`src/rtl/imm_extend_pipe_if.sv`:
```
// imm_extend_pipe_if: handshake bundle for the pipelined immediate extender.
// Input side carries the raw immediate and its extension mode, and the
// output side carries the extended value with the mode alongside it.
// The master modport is the producer/consumer pair around the block.
// The slave modport is the extender itself.
interface imm_extend_pipe_if #(
  parameter int IN_W  = 16,
  parameter int OUT_W = 32
);
  logic             in_valid;
  logic             in_ready;
  logic [IN_W-1:0]  in_data;
  logic [1:0]       in_mode;
  logic             out_valid;
  logic             out_ready;
  logic [OUT_W-1:0] out_data;
  logic [1:0]       out_mode;

  modport master (
    output in_valid,
    output in_data,
    output in_mode,
    output out_ready,
    input  in_ready,
    input  out_valid,
    input  out_data,
    input  out_mode
  );

  modport slave (
    input  in_valid,
    input  in_data,
    input  in_mode,
    input  out_ready,
    output in_ready,
    output out_valid,
    output out_data,
    output out_mode
  );
endinterface

```
`src/rtl/imm_extend_pipe.sv`:
```
// imm_extend_pipe: pipelined immediate extender for the MIPS datapath.
// Modes: 00 sign, 01 zero, 10 LUI (immediate in the top bits), 11 branch
// offset (sign-extend then shift left by 2). The extension is done on the
// input side, then the result walks through STAGES register slots with a
// valid/ready handshake, compressing into empty slots under back-pressure.
// The flush input clears every in-flight entry on the next edge.
// Optional macro IMM_EXT_CNT_EN adds a 16-bit wrapping count of output
// transfers on port xfer_cnt. The count is not cleared by flush.
// Parameter constraints: OUT_W >= IN_W+2, STAGES in 1..4.
module imm_extend_pipe #(
  parameter int IN_W   = 16,
  parameter int OUT_W  = 32,
  parameter int STAGES = 1
) (
  input  logic        clk,
  input  logic        rst,
  input  logic        flush,
`ifdef IMM_EXT_CNT_EN
  output logic [15:0] xfer_cnt,
`endif
  imm_extend_pipe_if.slave bus
);

  localparam int EXT_W = OUT_W - IN_W;

  // Extension of one immediate according to its mode. The branch case
  // drops the top two sign copies, which is lossless because OUT_W >= IN_W+2.
  function automatic logic signed [OUT_W-1:0] f_extend(
    input logic [IN_W-1:0] d,
    input logic [1:0]      m
  );
    logic signed [OUT_W-1:0] v_sx;
    v_sx = {{EXT_W{d[IN_W-1]}}, d};
    case (m)
      2'b00:   f_extend = v_sx;
      2'b01:   f_extend = {{EXT_W{1'b0}}, d};
      2'b10:   f_extend = {d, {EXT_W{1'b0}}};
      default: f_extend = {v_sx[OUT_W-3:0], 2'b00};
    endcase
  endfunction

  // Pipeline state: index 0 is the entry slot, STAGES-1 drives the outputs.
  logic                    r_rdy_en;
  logic [STAGES-1:0]       r_vld;
  logic signed [OUT_W-1:0] r_data [STAGES];
  logic [1:0]              r_mode [STAGES];

  logic [STAGES-1:0]       w_load;
  logic                    w_chain;
  logic                    w_in_xfer;
  logic signed [OUT_W-1:0] w_ext_p0;

  // Ready chain from the output back to the input: a slot may load when it
  // is empty or when everything downstream of it can move this cycle.
  always_comb begin
    w_load  = '0;
    w_chain = bus.out_ready;
    for (int k = STAGES - 1; k >= 0; k--) begin
      w_chain   = !r_vld[k] || w_chain;
      w_load[k] = w_chain;
    end
  end

  // in_ready stays low until the first edge after reset. During flush it is
  // forced high so the producer is never stalled on an entry that will be dropped.
  assign bus.in_ready = r_rdy_en && (flush || w_load[0]);
  assign w_in_xfer    = bus.in_valid && bus.in_ready && !flush;
  assign w_ext_p0     = f_extend(bus.in_data, bus.in_mode);

  assign bus.out_valid = r_vld[STAGES-1];
  assign bus.out_data  = r_data[STAGES-1];
  assign bus.out_mode  = r_mode[STAGES-1];

  // Valid bits and the post-reset ready enable. Flush wins over any transfer.
  always_ff @(posedge clk or posedge rst) begin
    if (rst) begin
      r_rdy_en <= 1'b0;
      r_vld    <= '0;
    end else begin
      r_rdy_en <= 1'b1;
      if (flush) begin
        r_vld <= '0;
      end else begin
        if (w_load[0]) r_vld[0] <= w_in_xfer;
        for (int k = 1; k < STAGES; k++) begin
          if (w_load[k]) r_vld[k] <= r_vld[k-1];
        end
      end
    end
  end

  // ---- stage boundary: input -> slot 0 -> ... -> slot STAGES-1 ----
  // Data and mode follow the valid bits. Values in empty slots are don't-care
  // because out_valid masks them. The reset clears them so the outputs read
  // zero while rst is asserted.
  always_ff @(posedge clk or posedge rst) begin
    if (rst) begin
      for (int k = 0; k < STAGES; k++) begin
        r_data[k] <= '0;
        r_mode[k] <= '0;
      end
    end else begin
      if (w_load[0]) begin
        r_data[0] <= w_ext_p0;
        r_mode[0] <= bus.in_mode;
      end
      for (int k = 1; k < STAGES; k++) begin
        if (w_load[k]) begin
          r_data[k] <= r_data[k-1];
          r_mode[k] <= r_mode[k-1];
        end
      end
    end
  end

`ifdef IMM_EXT_CNT_EN
  logic        w_out_xfer;
  logic [15:0] r_xfer_cnt;

  assign w_out_xfer = r_vld[STAGES-1] && bus.out_ready;
  assign xfer_cnt   = r_xfer_cnt;

  // Count delivered outputs, including one handed over in a flush cycle.
  always_ff @(posedge clk or posedge rst) begin
    if (rst) begin
      r_xfer_cnt <= '0;
    end else if (w_out_xfer) begin
      r_xfer_cnt <= r_xfer_cnt + 16'd1;
    end
  end
`else
`endif

endmodule

```
`src/flat_wrapper.sv`:
```
// flat-port wrapper written by rule: the top's interface ports become plain ports
module imm_extend_pipe_flat 
#(
  parameter int IN_W   = 16,
  parameter int OUT_W  = 32,
  parameter int STAGES = 1
)
  (clk, rst, flush, bus_in_valid, bus_in_data, bus_in_mode, bus_out_ready, bus_in_ready, bus_out_valid, bus_out_data, bus_out_mode);
  imm_extend_pipe_if #(.IN_W(IN_W), .OUT_W(OUT_W)) bus_i ();
  input  logic clk;
  input  logic rst;
  input  logic flush;
  input wire logic [$bits(bus_i.in_valid)-1:0] bus_in_valid;
  input wire logic [$bits(bus_i.in_data)-1:0] bus_in_data;
  input wire logic [$bits(bus_i.in_mode)-1:0] bus_in_mode;
  input wire logic [$bits(bus_i.out_ready)-1:0] bus_out_ready;
  output wire logic [$bits(bus_i.in_ready)-1:0] bus_in_ready;
  output wire logic [$bits(bus_i.out_valid)-1:0] bus_out_valid;
  output wire logic [$bits(bus_i.out_data)-1:0] bus_out_data;
  output wire logic [$bits(bus_i.out_mode)-1:0] bus_out_mode;
  assign bus_i.in_valid = bus_in_valid;
  assign bus_i.in_data = bus_in_data;
  assign bus_i.in_mode = bus_in_mode;
  assign bus_i.out_ready = bus_out_ready;
  assign bus_in_ready = bus_i.in_ready;
  assign bus_out_valid = bus_i.out_valid;
  assign bus_out_data = bus_i.out_data;
  assign bus_out_mode = bus_i.out_mode;
  imm_extend_pipe #(.IN_W(IN_W), .OUT_W(OUT_W), .STAGES(STAGES)) u_core (.clk(clk), .rst(rst), .flush(flush), .bus(bus_i));
endmodule
```
`config.mk`:
```
export PLATFORM = sky130hd
export DESIGN_NAME = imm_extend_pipe_flat
export DESIGN_NICKNAME = d
export VERILOG_FILES = /design/src/rtl/imm_extend_pipe_if.sv /design/src/rtl/imm_extend_pipe.sv /design/src/flat_wrapper.sv
export SDC_FILE = /design/constraint.sdc
export NUM_CORES = 1
export LEC_CHECK = 0
export CORE_UTILIZATION = 30
export CTS_BUF_LIST = sky130_fd_sc_hd__clkbuf_2
export CTS_CLUSTER_SIZE = 25
export DETAILED_ROUTE_END_ITERATION = 8
export DONT_BUFFER_PORTS = 1
export PLACE_DENSITY_LB_ADDON = 0.25
export SYNTH_ARGS = -nofsm -noshare
export SYNTH_HDL_FRONTEND = slang
export SYNTH_SLANG_ARGS = --single-unit
```
`constraint.sdc`:
```
create_clock -name clk -period 1.2 [get_ports clk]
set_input_delay 0.24 -clock clk [delete_from_list [all_inputs] [get_ports clk]]
set_output_delay 0.24 -clock clk [all_outputs]
set_load 0.005 [all_outputs]
```
==> out/qor.yml <==
floorplan:
  initial_utilization: 0.321
  rows: 26
  die-area_um2: 5930
  io_pins: 59
  chipWidth_um: 77.0
  die_y_um: 77.0
  core_area_um2: 5270
worst_setup_path:
  timing.rr.start: "u_core.bus.out_valid$_DFFE_PP0P_"
  cp_max_fo: 2
  crit_path_end_kind: "output pin"
  critPathMaxStageDelay_ns: 0.40
  crit_chain: "buf_6, nand2b_4, o21a_1"
  crit_type: "flip-flop to output pin"
  critPathRequiredTime_ns: 0.96
  critical_path_arrival_ns: 1.13
  crit_path_start_kind: "flip-flop"
  critPathLaunch: "u_core.bus.out_valid$_DFFE_PP0P_"
  crit_slowest_cell: "dfrtp_1"
logic_synthesis:
  synthesis.nets: 203
  avgSynthCellArea_um2: 9.38
  ys_warn_count: 0
  ys_ff_latch: 36
  synthCells: 180
  syn_area_um2: 1690
  yosysUniqueCellTypes: 27
  synth-seq-area-share: 0.533
global_routing:
  grt_max_degree: 37
  grt_pass1_wl_um: 7670
  antenna_found_initial: 0
  first_global_vias: 1372
  grt_usage: 0.169
  grt_remaining_overflow: 0
cts:
  cts_root_buf: "clkbuf_2"
  clockBufferDepth: 2
  insertion_delay_ns: 0.41
  cts_sinks: 36
  cts_tree: "yes"
  clkTransAtPathRegs_ns: 0.19
  htreeDepth: 2
  cts_made_buffers: 5
timing:
  holdWs_ns: -0.0156
  skew_ns: 0.0212
  setup_slack_ns: -0.165
  rsz0062_at_grt: "yes"
  setup_violations: 3
  tightestPinTransition_ns: 0.613
  slew_violations: 0
  hold_violations: 1
  slew_headroom: 0.591
  finalCritPeriodShare: 1.14
  fin_crit_ns: 1.37
  fmax_mhz: 732
min_path:
  hold_start: "bus_in_data[15]"
  min_path_type: "primary input to flip-flop"
finish:
  layout.cells.non_filler: 275
  nNetsFinal: 227
  area_growth_pct: 33.0
  drive_gt1_frac: 0.210
  utilization: 0.426
  fin_area_um2: 2250
  antennaDiodeCount: 0
power_and_ir_drop:
  p_per_area_nw_per_um2: 1180
  vdd_drop_max_mv: 0.454
  total_leakage_power_uw: 0.000992
  power_uw: 2650
routing:
  wl_per_cell_um: 18.3
  drt_first_pass_iters: 4
  ant_nets: 0
  vias: 1390
  wl_um: 5030
  first_iter_violations: 113
  viasPerCell: 5.05
  post-route-drc-count: 0
placed_design:
  place_congestion: 0.728
  place_inst: 245
  hpwl_um: 3040
  dpl_cell_area_um2: 1780
  io_buffers: 0
status:
  outcome: "finished, violations left"
  violations: "negative hold slack, negative setup slack"
job:
  maxCapViolations: 0
-- cell usage after synthesis --
cell      count  share of area
nor2_1       42          0.093
dfrtp_1      36           0.53
a21oi_1      17          0.050
o21ai_0      15          0.044
nor2b_1      14          0.052
nand2_1      12          0.027
a221oi_1     10          0.052
buf_2         6          0.018
buf_6         4          0.027
a221oi_2      3          0.027
o21ai_1       3         0.0089
buf_4         2         0.0089
inv_1         2         0.0044
a21oi_2       1         0.0052
and2_2        1         0.0044
and2_4        1         0.0052
and2b_1       1         0.0044
and3_1        1         0.0037
clkbuf_1      1         0.0022
clkbuf_2      1         0.0030
conb_1        1         0.0022
inv_2         1         0.0022
mux2_2        1         0.0067
nand2b_1      1         0.0037
nand3_1       1         0.0030
nand3b_1      1         0.0044
o21a_1        1         0.0044
-- path summary, 6_finish.rpt --
path / slack (ns) / endpoint / depth (start not counted)
setup / recovery: -0.17 / bus_in_ready / 3
hold / removal: -0.02 / u_core.bus.out_data[15]$_DFFE_PP0P_ / 2
setup reg to reg: 0 / u_core.bus.out_data[5]$_DFFE_PP0P_ / 4
hold reg to reg: 0.53 / u_core.bus.out_mode[1]$_DFFE_PP0P_ / 2
max in group asynchronous: 0.67 / u_core.bus.out_data[0]$_DFFE_PP0P_ / 3
min in group asynchronous: 0.28 / u_core.bus.out_data[20]$_DFFE_PP0P_ / 3
-- area by class of cell --
type	instances	area [µm²]
well taps	70	87.6
inverters	3	11.3
repair buffers	31	375
clock buffers	6	30.0
clock inverters	2	35.0
multi-input cells	127	806
fillers	539	3020
flip-flops and latches	36	901
-- stage by stage --
stage | setup slack, ns | TNS (ns)
floorplan | 0.0634 | 0
detailed placement | 0.00760 | 0
CTS | -0.186 | -0.306
finish | -0.165 | -0.276
global route | -0.225 | -0.802
global placement | 0.0407 | 0
-- logic make-up (layout without fill, tap and decap cells) --
kind of cell | Yosys count | after routing | synth area share
flip-flops | 36 | 36 | 0.533
other | 1 | 1 | 0.00222
multiplexers | 1 | 1 | 0.00667
AND/OR/NAND/NOR | 75 | 75 | 0.201
buffers and inverters | 17 | 42 | 0.0652
AO/OA/AOI/OAI | 50 | 50 | 0.192
-- sequential cells by signal, indices dropped and copies added (netlist names) --
signal,flops
u_core.bus.out_data,32
u_core.bus.out_mode,2
u_core.bus.out_valid,1
u_core.r_rdy_en,1
-- cells in the final DEF (no fill, tap or decap), types with 2 or more instances in the layout --
master and instances:
dfrtp_1 36, a21oi_2 4, buf_8 2, nor2_1 42, a221oi_4 3, inv_1 2, a221oi_2 10, buf_4 2
nor2b_1 14, buf_6 2, dlygate4sd3_1 19, clkbuf_2 6, nand2_1 12, o21ai_1 3, a21oi_1 13, buf_12 4
o21ai_0 15
-- report_power, final --
group	leakage [µW]	switching, µW	total [µW]	internal (µW)
combinational	0.000504	216	429	213
sequential	0.000445	93.6	1420	1330
clock	0.0000430	438	796	359
total	0.000992	748	2650	1900
-- worst max-delay path: cells and delay by family (launching register included) --
family | cells | cell delay, ns
AO/OA/AOI/OAI | 1 | 0.17
buffers and inverters | 1 | 0.11
flip-flops | 1 | 0.40
AND/OR/NAND/NOR | 1 | 0.05
-- what timing repair did --
action                                  4_1_cts  5_1_grt
gates cloned                                  0        1
setup buffers                                 1        1
hold buffers                                 18        2
pin swaps                                     1        1
endpoints found under the setup margin        4       32
resized for setup                             9       21
endpoints found under the hold margin        69        2
-- metal layers --
| layer | vias up | global-route usage | routed length, µm |
|---|---|---|---|
| li1 | 655 | - | - |
| met1 | 683 | 0.214 | 2230 |
| met2 | 44 | 0.254 | 2290 |
| met3 | 8 | 0.0798 | 447 |
| met4 | 0 | 0.0547 | 63 |
| met5 | - | 0 | 0 |
Power figures use the tool's default switching activity.
